<file path="config.mk">
export PLATFORM = sky130hd
export DESIGN_NAME = uart_tx_drain_flat
export DESIGN_NICKNAME = d
export VERILOG_FILES = /design/src/rtl/uart_tx_drain_if.sv /design/src/rtl/uart_tx_drain.sv /design/src/flat_wrapper.sv
export SDC_FILE = /design/constraint.sdc
export NUM_CORES = 1
export LEC_CHECK = 0
export BUFFER_PORTS_ARGS = -buffer_cell sky130_fd_sc_hd__buf_4
export CORE_MARGIN = 2
export CORE_UTILIZATION = 63
export CTS_BUF_LIST = sky130_fd_sc_hd__clkbuf_16
export DETAILED_ROUTE_END_ITERATION = 8
export PLACE_DENSITY_LB_ADDON = 0.3
export SLEW_MARGIN = 20
export SYNTH_ARGS = -nofsm -noshare
export SYNTH_HDL_FRONTEND = slang
export SYNTH_SLANG_ARGS = --single-unit
</file>
<file path="constraint.sdc">
create_clock -name clk -period 9.6 [get_ports clk]
set_input_delay 1.92 -clock clk [delete_from_list [all_inputs] [get_ports clk]]
set_output_delay 1.92 -clock clk [all_outputs]
set_load 0.05 [all_outputs]
</file>
<file path="src/rtl/uart_tx_drain_if.sv">
// FIFO read-side handshake between the byte FIFO and the serial drain.
// master: the drain, which consumes the head byte and issues pops; slave: the FIFO.
interface uart_tx_drain_if;
    logic [7:0] i_fifo_data;
    logic       i_fifo_empty;
    logic       o_fifo_rd_en;

    modport master (
        input  i_fifo_data,
        input  i_fifo_empty,
        output o_fifo_rd_en
    );

    modport slave (
        output i_fifo_data,
        output i_fifo_empty,
        input  o_fifo_rd_en
    );
endinterface

</file>
<file path="src/rtl/uart_tx_drain.sv">
// 8N1 serial transmitter that pops one byte per frame from a first-word-fall-through FIFO.
// The bit period (i_div + 1 cycles) is captured at frame start and held for the whole frame.
//
// state | meaning
// ------+---------------------------------------------------------------
// IDLE  | line high, waiting for i_en with a non-empty FIFO; pops here only
// START | start bit, line low for D+1 cycles
// DATA  | 8 data bits LSB first, D+1 cycles each, idx_q selects the bit
// STOP  | stop bit, line high for D+1 cycles, o_done in its last cycle
module uart_tx_drain #(
    parameter int DIV_W = 16
) (
    input  logic               clk,
    input  logic               rst_n,
    input  logic               i_en,
    input  logic [DIV_W-1:0]   i_div,
    uart_tx_drain_if.master    fifo,
    output logic               o_txd,
    output logic               o_busy,
    output logic               o_done
);

    typedef enum logic [1:0] {
        IDLE  = 2'd0,
        START = 2'd1,
        DATA  = 2'd2,
        STOP  = 2'd3
    } state_t;

    localparam logic [DIV_W-1:0] CNT_ONE = {{(DIV_W-1){1'b0}}, 1'b1};

    state_t           state_q, state_n;
    logic [DIV_W-1:0] cnt_q, cnt_n;
    logic [DIV_W-1:0] div_q, div_n;
    logic [7:0]       shift_q, shift_n;
    logic [2:0]       idx_q, idx_n;
    logic             txd_q, txd_n;
    logic             busy_q, busy_n;
    logic             done_q, done_n;
    logic             launch;
    logic             bit_end;

    assign launch  = (state_q == IDLE) && i_en && !fifo.i_fifo_empty;
    assign bit_end = (cnt_q == '0);

    // The FSM uses the ungated launch; only the pop strobe is held off during reset.
    assign fifo.o_fifo_rd_en = launch && rst_n;

    always_ff @(posedge clk or negedge rst_n) begin
        if (!rst_n) begin
            state_q <= IDLE;
            cnt_q   <= '0;
            div_q   <= '0;
            shift_q <= '0;
            idx_q   <= '0;
            txd_q   <= 1'b1;
            busy_q  <= 1'b0;
            done_q  <= 1'b0;
        end else begin
            state_q <= state_n;
            cnt_q   <= cnt_n;
            div_q   <= div_n;
            shift_q <= shift_n;
            idx_q   <= idx_n;
            txd_q   <= txd_n;
            busy_q  <= busy_n;
            done_q  <= done_n;
        end
    end

    always_comb begin
        state_n = state_q;
        cnt_n   = cnt_q;
        div_n   = div_q;
        shift_n = shift_q;
        idx_n   = idx_q;

        case (state_q)
            IDLE: begin
                if (launch) begin
                    state_n = START;
                    shift_n = fifo.i_fifo_data;
                    div_n   = i_div;
                    cnt_n   = i_div;
                    idx_n   = '0;
                end
            end
            START: begin
                if (bit_end) begin
                    state_n = DATA;
                    cnt_n   = div_q;
                end else begin
                    cnt_n = cnt_q - CNT_ONE;
                end
            end
            DATA: begin
                if (bit_end) begin
                    cnt_n   = div_q;
                    shift_n = {1'b0, shift_q[7:1]};
                    if (idx_q == 3'd7) begin
                        state_n = STOP;
                    end else begin
                        idx_n = idx_q + 3'd1;
                    end
                end else begin
                    cnt_n = cnt_q - CNT_ONE;
                end
            end
            STOP: begin
                if (bit_end) begin
                    state_n = IDLE;
                end else begin
                    cnt_n = cnt_q - CNT_ONE;
                end
            end
            default: begin
                state_n = IDLE;
            end
        endcase
    end

    // Outputs are decoded from the next state so that the flops present them in the
    // same cycle the FSM occupies that state.
    always_comb begin
        busy_n = (state_n != IDLE);
        done_n = (state_n == STOP) && (cnt_n == '0);
        case (state_n)
            START:   txd_n = 1'b0;
            DATA:    txd_n = shift_n[0];
            default: txd_n = 1'b1;
        endcase
    end

    assign o_txd  = txd_q;
    assign o_busy = busy_q;
    assign o_done = done_q;

endmodule

</file>
<file path="src/flat_wrapper.sv">
// flat-port wrapper written by rule: the top's interface ports become plain ports
module uart_tx_drain_flat 
#(
    parameter int DIV_W = 16
)
  (clk, rst_n, i_en, i_div, o_txd, o_busy, o_done, fifo_i_fifo_data, fifo_i_fifo_empty, fifo_o_fifo_rd_en);
  uart_tx_drain_if fifo_i ();
  input  logic clk;
  input  logic rst_n;
  input  logic i_en;
  input  logic [DIV_W-1:0] i_div;
  output logic o_txd;
  output logic o_busy;
  output logic o_done;
  input wire logic [$bits(fifo_i.i_fifo_data)-1:0] fifo_i_fifo_data;
  input wire logic [$bits(fifo_i.i_fifo_empty)-1:0] fifo_i_fifo_empty;
  output wire logic [$bits(fifo_i.o_fifo_rd_en)-1:0] fifo_o_fifo_rd_en;
  assign fifo_i.i_fifo_data = fifo_i_fifo_data;
  assign fifo_i.i_fifo_empty = fifo_i_fifo_empty;
  assign fifo_o_fifo_rd_en = fifo_i.o_fifo_rd_en;
  uart_tx_drain #(.DIV_W(DIV_W)) u_core (.clk(clk), .rst_n(rst_n), .i_en(i_en), .i_div(i_div), .fifo(fifo_i), .o_txd(o_txd), .o_busy(o_busy), .o_done(o_done));
endmodule
</file>
==> impl_metrics.csv <==
group,metric,value,unit
die,dieArea,4880,um2
die,core_area,4090,um2
yosys,avgSynthCellArea,8.62,um2
sta,fin_setup_tns,0,ns
setup_path,slowest_stage,"buf_4",
global_route,antenna_found_initial,0,
sta,setup_viol,0,
detailed_routing,dr.pass1.iters,6,
setup_path,worstSetupPathType,"in2out",
placement,place_congestion,0.995,
placement,placed_area,2980,um2
yosys,synth_cells,317,
cells_and_area,fin_cells,390,
cells_and_area,fin_area,3120,um2
min_path,hold_class,"reg2reg",
die,num_io_pins,32,
detailed_routing,dr_total_vias,2552,
die,dieHeight,69.9,um
setup_path,critPathArrivalTime,2.86,ns
pwr,leakage,0.00147,uW
setup_path,path_common_cell,"buf_4",
cells_and_area,nNetsFinal,374,
setup_path,path_buf_inv,2,
clock_tree,cts_buffer_depth,2,
sta,fin_worst_skew,0.00490,ns
yosys,ys.flop_type,"dfrtp_1",
global_route,use_met3,0.0491,
pwr,peakVddDrop,0.166,mV
global_route,track_usage,0.291,
die,die_w,69.9,um
global_route,grt_pass1_wl,11.5,mm
global_route,grt_max_degree,50,
sta,fin_crit_sh,0.498,
global_route,grt-busiest-layer,"met2",
yosys,synth_area,2730,um2
clock_tree,htree_levels,2,
clock_tree,ctsHoldBuffers,0,
yosys,yosys_register_bits,48,
clock_tree,cts_resized,0,
setup_path,crit_family,"buffers and inverters",
global_route,grt.met2_usage,0.471,
detailed_routing,ant_nets,0,
placement,dp_cells,382,
die,initial_utilization,0.669,
yosys,yosysUniqueCellTypes,55,
clock_tree,cts_buffers,5,
cells_and_area,drive_gt1_frac,0.150,
global_route,use_met1,0.410,
cells_and_area,n_antenna_cell,0,
clock_tree,path_clk_slew,0.06,ns
cells_and_area,area_growth,14.1,%
yosys,ys_warn_count,0,
clock_tree,cts-root-buf,"clkbuf_16",
sta,rsz0062_at_grt,"no",
sta,tightest_slew,0.899,ns
yosys,async_flop_share,1.00,
cells_and_area,num-fill-cells,312,
detailed_routing,drt_iter0_markers,284,
detailed_routing,route.detailed.drc,0,
setup_path,cp_cell_sequence,"buf_4, and3_1, buf_4",
detailed_routing,wire_per_inst,17.8,um
placement,dp_hpwl,4.69,mm
sta,post-route-min-period,4.78,ns
setup_path,critPathLaunchType,"primary input",
setup_path,end_kind,"output port",
setup_path,cp.required,7.68,ns
detailed_routing,via_per_inst,6.54,
global_route,grt_overflow_total,0,
global_route,first_global_vias,2375,
sta,hold_viol,0,
yosys,syn-num-nets,352,
run,maxCapViolations,0,
placement,port_buffers,31,
detailed_routing,wl,6.92,mm
setup_path,slowest_delay,0.48,ns
yosys,synth_edf_count,0,
status,status,"complete, no violations",
clock_tree,post_cts_buffers,0,
pwr,power-per-cell-area,318,nW/um2
yosys,yosysSeqAreaShare,0.440,
die,fp-row-count,23,
sta,final-max-slew-violation-count,0,
setup_path,cp_max_fo,49,
clock_tree,clock-sinks,48,
clock_tree,clk_latency,0.29,ns
sta,clock.fmax,209,MHz
sta,slew_headroom,0.399,
clock_tree,cts_tree,"done",
==> state kept, by name, summed over array words and instances (netlist names) <==
| name | flops |
|---|---|
| u_core.o_done | 1 |
| u_core.idx_q | 3 |
| u_core.o_busy | 1 |
| u_core.o_txd | 1 |
| u_core.cnt_q | 16 |
| u_core.shift_q | 8 |
| u_core.state_q | 2 |
| u_core.div_q | 16 |
==> worst min-delay path: cells and delay by family (launching register included) <==
| family | cells | cell delay [ns] |
|---|---|---|
| flip-flops | 1 | 0.34 |
| AND/OR/NAND/NOR | 2 | 0.10 |
==> power breakdown <==
| part | switching (uW) | internal [uW] | leakage, uW |
|---|---|---|---|
| logic | 278 | 175 | 0.000786 |
| clock network | 72.7 | 94.7 | 0.0000710 |
| registers | 81.5 | 290 | 0.000611 |
| total | 433 | 560 | 0.00147 |
==> cells by family after synthesis <==
family	share of synthesized area
buffers and inverters	0.0343
flip-flops	0.440
AND/OR/NAND/NOR	0.271
adder cells (fa/ha/maj)	0.0320
XOR/XNOR	0.0256
multiplexers	0.0375
AO/OA/AOI/OAI	0.159
==> stage by stage <==
step / setup WS [ns] / power [uW] / utilization / hold WS, ns
finish: 4.82 / 992 / 0.763 / 0.478
global route: 4.67 / 1050 / 0.763 / 0.505
CTS: 4.78 / 981 / 0.763 / 0.480
detailed placement: 4.78 / 808 / 0.729 / 0.463
global placement: 4.79 / 786 / 0.729 / 0.459
floorplan: 4.56 / 688 / - / 0.440
==> synthesized netlist by cell type (all sizes together), types with 2 or more instances <==
master | count | area share
a22oi | 2 | 0.0055
a22o | 3 | 0.0096
and3 | 3 | 0.0073
nor2 | 28 | 0.038
o22ai | 3 | 0.0069
o21ai | 12 | 0.022
nor3 | 11 | 0.020
mux2 | 2 | 0.0082
or4 | 7 | 0.021
mux2i | 8 | 0.029
a221o | 3 | 0.011
nand3 | 5 | 0.0092
or4b | 2 | 0.0073
and2 | 3 | 0.0069
nand2b | 3 | 0.0069
or2 | 3 | 0.0069
a21oi | 12 | 0.022
clkbuf | 18 | 0.025
nand2 | 76 | 0.10
inv | 7 | 0.0096
xnor2 | 4 | 0.013
or3 | 3 | 0.0069
a21o | 2 | 0.0055
o211ai | 4 | 0.011
xor2 | 4 | 0.013
nor4 | 6 | 0.018
ha | 7 | 0.032
dfrtp | 47 | 0.43
a221oi | 7 | 0.022
o32ai | 2 | 0.0064
nand4 | 3 | 0.0069
==> final cells by class <==
| cell class | instances | area [um2] | area share |
|---|---|---|---|
| multi-input cells | 244 | 1440 | 0.462 |
| flip-flops and latches | 48 | 1200 | 0.386 |
| repair buffers | 33 | 248 | 0.0795 |
| clock buffers | 5 | 125 | 0.0401 |
| well taps | 50 | 62.6 | 0.0201 |
| inverters | 7 | 26.3 | 0.00843 |
| clock inverters | 3 | 13.8 | 0.00441 |
==> layer usage <==
metal / wire length, um / vias up
met5: 0 / -
met4: 117 / 0
met3: 538 / 17
met2: 3320 / 143
met1: 2950 / 1213
li1: - / 1179
==> layout by cell type (no fill, tap or decap), types with 4 or more instances in the layout <==
master      n
nand2_1    76
inv_1       6
xnor2_1     4
nor3_1     11
mux2i_1     8
a221oi_1    7
nor2_1     27
nor4_1      4
o211ai_1    4
nand3_1     5
o21ai_1     7
xor2_1      4
a21oi_1    12
or4_1       6
clkbuf_16   5
ha_1        7
o21ai_0     5
buf_4      33
dfrtp_1    47
==> final timing paths <==
| kind | cells past startpoint | slack [ns] | from | to |
|---|---|---|---|---|
| worst max-delay path | 3 | 4.82 | rst_n | fifo_o_fifo_rd_en |
| worst min-delay path | 2 | 0.48 | u_core.div_q[4]$_DFFE_PN0P_ | u_core.div_q[4]$_DFFE_PN0P_ |
| worst max register to register | 9 | 5.52 | u_core.cnt_q[0]$_DFF_PN0_ | u_core.o_done$_DFF_PN0_ |
| worst min register to register | 2 | 0.48 | u_core.div_q[4]$_DFFE_PN0P_ | u_core.div_q[4]$_DFFE_PN0P_ |
| max in group asynchronous | 1 | 7.53 | rst_n | u_core.div_q[12]$_DFFE_PN0P_ |
| min in group asynchronous | 1 | 1.64 | rst_n | u_core.div_q[10]$_DFFE_PN0P_ |
(Power assumes the default switching activity.)
